===== config.mk =====
export PLATFORM = sky130hd
export DESIGN_NAME = feistel_engine
export DESIGN_NICKNAME = d
export VERILOG_FILES = /design/src/rtl/feistel_engine.sv
export SDC_FILE = /design/constraint.sdc
export NUM_CORES = 1
export LEC_CHECK = 0
export ABC_AREA = 1
export BUFFER_PORTS_ARGS = -buffer_cell sky130_fd_sc_hd__buf_2
export CAP_MARGIN = 20
export CORE_MARGIN = 2
export CORE_UTILIZATION = 45
export CTS_BUF_LIST = sky130_fd_sc_hd__clkbuf_16
export CTS_CLUSTER_SIZE = 25
export DETAILED_ROUTE_END_ITERATION = 7
export MAX_ROUTING_LAYER = met4
export PLACE_DENSITY = 0.83
export SLEW_MARGIN = 25
export SYNTH_ARGS = -nofsm -noshare
export SYNTH_HDL_FRONTEND = slang
export SYNTH_SLANG_ARGS = --single-unit

===== constraint.sdc =====
create_clock -name clk -period 3.95 [get_ports clk]
set_input_delay 0.395 -clock clk [delete_from_list [all_inputs] [get_ports clk]]
set_output_delay 0.395 -clock clk [all_outputs]
set_load 0.1 [all_outputs]

===== src/rtl/feistel_engine.sv =====
// feistel_engine: Blowfish/bcrypt Feistel round engine with external P-array and latency-configurable S-boxes
module feistel_engine #(
  parameter int ROUNDS   = 16,
  parameter int SBOX_LAT = 1,
  parameter int PIDX_W   = $clog2(ROUNDS + 2)
) (
  input  logic              clk,
  input  logic              reset,
  input  logic              in_valid,
  output logic              in_ready,
  input  logic              in_decrypt,
  input  logic [31:0]       in_l,
  input  logic [31:0]       in_r,
  input  logic [31:0]       in_xl,
  input  logic [31:0]       in_xr,
  output logic [PIDX_W-1:0] p_idx,
  input  logic [31:0]       p_data,
  output logic              sbox_re,
  output logic [7:0]        sbox_addr0,
  output logic [7:0]        sbox_addr1,
  output logic [7:0]        sbox_addr2,
  output logic [7:0]        sbox_addr3,
  input  logic [31:0]       sbox_data0,
  input  logic [31:0]       sbox_data1,
  input  logic [31:0]       sbox_data2,
  input  logic [31:0]       sbox_data3,
  output logic              out_valid,
  input  logic              out_ready,
  output logic [31:0]       out_l,
  output logic [31:0]       out_r,
  output logic              busy
);
  typedef enum logic [2:0] {IDLE, XORP, LOOK, FIN0, FIN1, DONE} state_t;
  localparam logic [PIDX_W-1:0] PLAST = PIDX_W'(ROUNDS + 1);
  localparam logic [PIDX_W-1:0] PFIN  = PIDX_W'(ROUNDS);
  localparam logic [PIDX_W-1:0] RLAST = PIDX_W'(ROUNDS - 1);
  localparam logic [1:0]        WLAST = 2'(SBOX_LAT - 1);
  state_t state;
  logic [31:0] l, r, f;
  logic dec;
  logic [PIDX_W-1:0] rnd;
  logic [1:0] wcnt;
  logic look;
  assign look = state == LOOK;
  assign f = ((sbox_data0 + sbox_data1) ^ sbox_data2) + sbox_data3;
  assign in_ready = state == IDLE;
  assign busy = state != IDLE;
  assign out_valid = state == DONE;
  assign out_l = out_valid ? l : '0;
  assign out_r = out_valid ? r : '0;
  assign sbox_re = look && wcnt == 2'd0;
  assign {sbox_addr0, sbox_addr1, sbox_addr2, sbox_addr3} = look ? l : '0;
  // P index selects forward or reversed order; idle/lookup/done states drive 0
  always_comb
    p_idx = state == XORP ? (dec ? PLAST - rnd : rnd) :
            state == FIN0 ? (dec ? PIDX_W'(1) : PFIN) :
            state == FIN1 ? (dec ? '0 : PLAST) : '0;
  // round sequencer: whiten, wait for S-box data, mix and swap, then final untwist
  always_ff @(posedge clk)
    if (reset) begin
      state <= IDLE;
      l     <= '0;
      r     <= '0;
      dec   <= 1'b0;
      rnd   <= '0;
      wcnt  <= '0;
    end else
      case (state)
        IDLE: if (in_valid) begin
          l     <= in_l ^ in_xl;
          r     <= in_r ^ in_xr;
          dec   <= in_decrypt;
          rnd   <= '0;
          state <= XORP;
        end
        XORP: begin
          l     <= l ^ p_data;
          wcnt  <= '0;
          state <= LOOK;
        end
        LOOK: if (wcnt == WLAST) begin
          l     <= r ^ f;
          r     <= l;
          rnd   <= rnd + PIDX_W'(1);
          state <= rnd == RLAST ? FIN0 : XORP;
        end else wcnt <= wcnt + 2'd1;
        FIN0: begin
          l     <= r;
          r     <= l ^ p_data;
          state <= FIN1;
        end
        FIN1: begin
          l     <= l ^ p_data;
          state <= DONE;
        end
        DONE: if (out_ready) state <= IDLE;
        default: state <= IDLE;
      endcase
endmodule


# After elaboration in Yosys (flattened, before gate mapping)
# Index checks and enable logic that the tools add are counted.
[classes]
n_shift = 0
n_mux = 25
div = 0
bitwise_logic = 5
eq_ne = 10
magnitude_cmp = 0
reduce_logical = 15
addsub = 5
mul = 0
[ops]
columns = ["cell", "n"]
rows = [
  ["$mux 32", 7],
  ["$xor 32x32->32", 5],
  ["$pmux 32 s4", 1],
  ["$pmux 32 s3", 1],
  ["$add 32x32->32", 2],
  ["$mux 5", 8],
  ["$pmux 3 s6", 1],
  ["$reduce_and 3->1", 4],
  ["$pmux 5 s2", 1],
  ["$mux 3", 3],
  ["$eq 3x2->1 const B", 2],
  ["$eq 3x3->1 const B", 2],
  ["$reduce_bool 3->1", 2],
  ["$add 5x1->5 const B", 1],
  ["$eq 5x4->1 const B", 1],
  ["$sub 5x5->5 const A", 1],
  ["$mux 2", 2],
  ["$ne 2x1->1 const B", 2],
  ["$ne 2x2->1 const B", 2],
  ["$pmux 2 s2", 1],
  ["$reduce_and 2->1", 2],
  ["$reduce_bool 2->1", 2],
  ["$reduce_bool 4->1", 1],
  ["$eq 3x1->1 const B", 1],
  ["other kinds (5)", 5],
]
[totals]
output_inout_bits = 105
reg_bits = 75
latch_bits = 0
inputBits = 293
elab_cells = 66
n_memories = 0
ram_bits = 0
rom_bits = 0

# Logic depth before layout (Yosys ltp)
[depth]
depth_word = 6
ltp_mapped = 27
ltp_nobuf = 27

# Worst setup path before layout
# Ideal clock, no wire load.
[synth_timing]
path_kind = "reg-to-output"
start = "register state[2]"
end = "output port out_l[10]"
path_buffers = 2
path_slack_ns = -0.222
arrival_time_ns = 3.777
required_ns = 3.555
stages_incl_launch_ff = 7
path_cell_list = "dfxtp_1 > inv_1 > nor2_1 > inv_1 > clkbuf_1 > clkbuf_1 > nor2_1"
[synth_via]
elab_chain_len = 2
[synth_lines]
columns = ["item", "line", "text"]
rows = [
  ["start: declaration", "38", "state_t state;"],
  ["start signal: assignment", "85", "state <= rnd == RLAST ? FIN0 : XORP;"],
  ["$eq 3x3->1", "48", "assign out_valid = state == DONE;"],
  ["named net out_valid", "27", "output logic out_valid,"],
  ["$mux 32", "49", "assign out_l = out_valid ? l : '0;"],
  ["end: declaration", "29", "output logic [31:0] out_l,"],
]
# The timed path passes the listed nets, and every way through them passes these cells.

# Worst setup path after layout
[layout_timing]
start = "input port sbox_data0[0]"
end = "register l[15]"
[layout_via]
elab_chain_len = 6
[layout_lines]
columns = ["item", "line", "text"]
rows = [
  ["start: declaration", "23", "input logic [31:0] sbox_data0,"],
  ["$add 32x32->32", "45", "assign f = ((sbox_data0 + sbox_data1) ^ sbox_data2) + sbox_data3;"],
  ["$xor 32x32->32", "45", ""],
  ["$add 32x32->32", "45", ""],
  ["$xor 32x32->32", "82", "l <= r ^ f;"],
  ["$mux 32", "81", "LOOK: if (wcnt == WLAST) begin"],
  ["$pmux 32 s4", "68", "case (state)"],
  ["end signal: assignment", "70", "l <= in_l ^ in_xl;"],
  ["end signal: assignment", "82", ""],
  ["end signal: assignment", "88", "l <= r;"],
  ["end: declaration", "39", "logic [31:0] l, r, f;"],
]
# No other way between the ends. The select of a mux whose other input is x is not followed.
# A chain may end at the register's enable or synchronous reset.

==> flow_summary_export.csv <==
group,metric,value,unit
outcome,status,"finished, final reports clean",
logic_synthesis,yosysMostFrequentCell,"nand2_1",
logic_synthesis,postSynthAreaPerCell,6.35,sq um
place,dp_cells,2245,
global_routing,grt_pass1_vias,11700,
logic_synthesis,synthesis.nets,1938,
power_and_ir_drop,p_leak,6.49,nW
floorplan,die-area,0.0234,sq mm
detailed_routing,routed_wl,37.9,mm
clocking,postCtsHoldBufs,0,
critical_path,end_kind,"flop",
floorplan,ioPinCount,398,
clocking,cts-buffers-inserted,9,
global_routing,grt_max_degree,61,
logic_synthesis,synthDistinctLibCells,51,
sta,grt_setup_unrepaired,"yes",
sta,holdWs,0.347,ns
floorplan,core,0.0218,sq mm
power_and_ir_drop,p_comb_frac,0.607,
critical_path,slowest_stage,"fa_1",
global_routing,grt.total_usage,0.322,
sta,min_period_over_period,0.905,
place,numPortBuffers,397,
clocking,cts_tree,"yes",
layout,drive_gt1_frac,0.260,
logic_synthesis,synth_area_leader_cell,"dfxtp_1",
logic_synthesis,yosys-top-cells-area,"dfxtp_1, nand2_1, ha_1, nor2_1, xnor2_1",
clocking,cts.sinks,75,
clocking,cts_buffer_depth,2,
clocking,clk_pin_slew_worst_paths,0.06,ns
critical_path,cpPeakStageDelay,0.39,ns
layout,fin_nets,2343,
critical_path,crit_type,"in2reg",
place,routabilityCongestion,1.00,
clocking,insertion_delay,0.35,ns
global_routing,grt_pass1_wl,59.3,mm
detailed_routing,routedWlPerCell,16.8,microns
power_and_ir_drop,clockPowerShare,0.177,
logic_synthesis,synth_seq_cells,75,
critical_path,worstPathMaxFanout,5,
critical_path,worstSetupStartpoint,"sbox_data0[0]",
critical_path,arrival,3.77,ns
floorplan,fp-row-count,54,
sta,setup_ws,0.377,ns
logic_synthesis,async_flop_share,0,
sta,tightest_slew,0.849,ns
power_and_ir_drop,power_frac_seq,0.216,
power_and_ir_drop,p_int,2.40,mW
run,maxCapViolCount,0,
power_and_ir_drop,power.density,364,mW/mm^2
logic_synthesis,yosysWarnings,0,
logic_synthesis,ys_top_cells_by_count,"nand2_1, nor2_1, inv_1",
critical_path,worstPathCellList,"buf_2, ha_1, fa_1, nand3_1, nand2_1, nand2_1, nand2_1, a21oi_1, o21ai_1, buf_4, xor2_1, ha_1, nand2_1, inv_1, nand2_1, nand2_1, a21oi_1, nand2_1, o21ai_0, nand3_1, o21ai_1, a21oi_1",
place,dpl.hpwl,31.2,mm
layout,synthToLayoutAreaGrowth,27.3,%
critical_path,crit_required,4.15,ns
sta,fin_crit,3.57,ns
detailed_routing,vias_per_cell,5.36,
global_routing,grt_overflow,0,
detailed_routing,drt_iter0_drc,744,
power_and_ir_drop,switching_share,0.481,
logic_synthesis,syn_area,0.00998,sq mm
critical_path,setup.worst_path.start_class,"input pin",
power_and_ir_drop,p_sw,2.22,mW
clocking,htreeDepth,3,
layout,utilization,0.582,
logic_synthesis,yosysTopAreaCellShare,0.150,
sta,hold_viol,0,
critical_path,r2r_start,"state[1]",
layout,nFillCells,2190,
logic_synthesis,ys_seq_area_frac,0.150,
worst_hold_path,holdCritStartpoint,"in_decrypt",
sta,setup_viol,0,
detailed_routing,vias,12100,
detailed_routing,ant_nets,0,
floorplan,die_h,153,microns
sta,fin_skew,0.00974,ns
power_and_ir_drop,finalPower,4.63,mW
clocking,root_buffer,"clkbuf_16",
logic_synthesis,syn_inst,1571,
sta,final_max_slew_viol_count,0,
sta,fmax,280,MHz
global_routing,antenna_found_initial,1,
detailed_routing,first_pass_iters,5,
floorplan,initial_core_util,0.457,
logic_synthesis,synth_edf_count,0,
sta,slew_headroom,0.434,
place,place_ws,-0.131,ns
clocking,cts_setup_buffers,0,
worst_hold_path,hold_path_class,"in2reg",
detailed_routing,remaining_drc_errors,0,
floorplan,die_w,153,microns
critical_path,cpMostUsedCell,"nand2_1",
logic_synthesis,synth-main-ff-cell,"dfxtp_1",
power_and_ir_drop,vdd_drop_max,0.233,mV
layout,final_cells,2261,
## worst max-delay path, delay by kind of cell
kind | cells | cell delay [ns]
xor gates and xnor gates | 1 | 0.14
and+or+nand+nor | 9 | 0.96
buffers and inverters | 3 | 0.32
AOI/OAI and AO/OA | 6 | 1.03
adders and majority gates | 3 | 0.94
## power by group through the flow
stage,clock network (mW),registers (mW),logic [mW]
floorplan,0,0.968,1.94
CTS,0.822,0.996,2.78
finish,0.820,0.999,2.81
detailed placement,0,1.01,2.76
global placement,0,1.01,2.74
global route,0.854,1.01,3.12
## routing by layer
| metal | part of all wire | vias up | track usage |
|---|---|---|---|
| met5 | 0 | - | - |
| met4 | 0.034 | 0 | 0.104 |
| met3 | 0.059 | 87 | 0.0326 |
| met2 | 0.50 | 508 | 0.578 |
| met1 | 0.41 | 5544 | 0.376 |
| li1 | - | 5984 | - |
## placed cells by master (no fill, tap or decap), types with 5 or more instances in the layout
cell type  count
o21ai_0       67
nand4_1       11
inv_2         11
a31oi_1        6
inv_1        205
buf_2        397
nand3_1       52
dfxtp_1       75
nor2_1       219
a21oi_2       16
xor2_1        84
nor3_1        10
a22oi_1        6
o21ai_1       13
a221oi_1      10
a21oi_1      138
o21bai_1      10
ha_1          72
a2111oi_2      9
nand3b_1       5
a211oi_1      29
o211ai_1       7
nand2_1      292
a21o_1         9
a2111oi_0      6
buf_4         47
nor2_4         8
clkbuf_16      9
o221ai_1      19
xnor2_1       93
## final timing paths
path | end | cells after the start | slack (ns)
worst min register to register | wcnt[1] | 2 | 0.47
worst max-delay path | l[15] | 22 | 0.38
worst min-delay path | dec | 3 | 0.35
worst max register to register | l[7] | 10 | 1.01
## kinds of logic (layout without fill, tap and decap cells)
kind of cell | after synthesis | count (layout) | synth area share
and+or+nand+nor | 610 | 610 | 0.253
DFF | 75 | 75 | 0.150
AOI/OAI and AO/OA | 367 | 367 | 0.235
buffers and inverters | 268 | 677 | 0.112
adders and majority gates | 74 | 74 | 0.0943
other | 0 | 1 | 0
xor gates and xnor gates | 177 | 177 | 0.155
## layout make-up
class	count	area [sq um]	share of cell area
inverter	217	820	0.0645
sequential	75	1500	0.118
multi-input combinational	1228	7390	0.581
timing repair buffer	445	2360	0.186
tap	280	350	0.0276
clock buffer	9	225	0.0177
antenna	1	2.50	0.000197
clock inverter	6	58.8	0.00463
## through the flow
| stage | setup TNS, ns | cell area (sq um) |
|---|---|---|
| floorplan | 0 | 9980 |
| detailed placement | -0.563 | 12400 |
| global route | -0.0128 | 12700 |
| finish | 0 | 12700 |
| CTS | 0 | 12700 |
| global placement | 0 | 12400 |
## flip-flops by register name (all words and copies together), names as in the netlist
register	cells
r	32
l	32
state	3
dec	1
wcnt	2
rnd	5
## timing repair
item | in CTS | in global routing
endpoints found under the hold margin | 0 | 0
setup endpoints to repair | 0 | 12
gates resized for setup | 0 | 5
(Power assumes the default switching activity.)
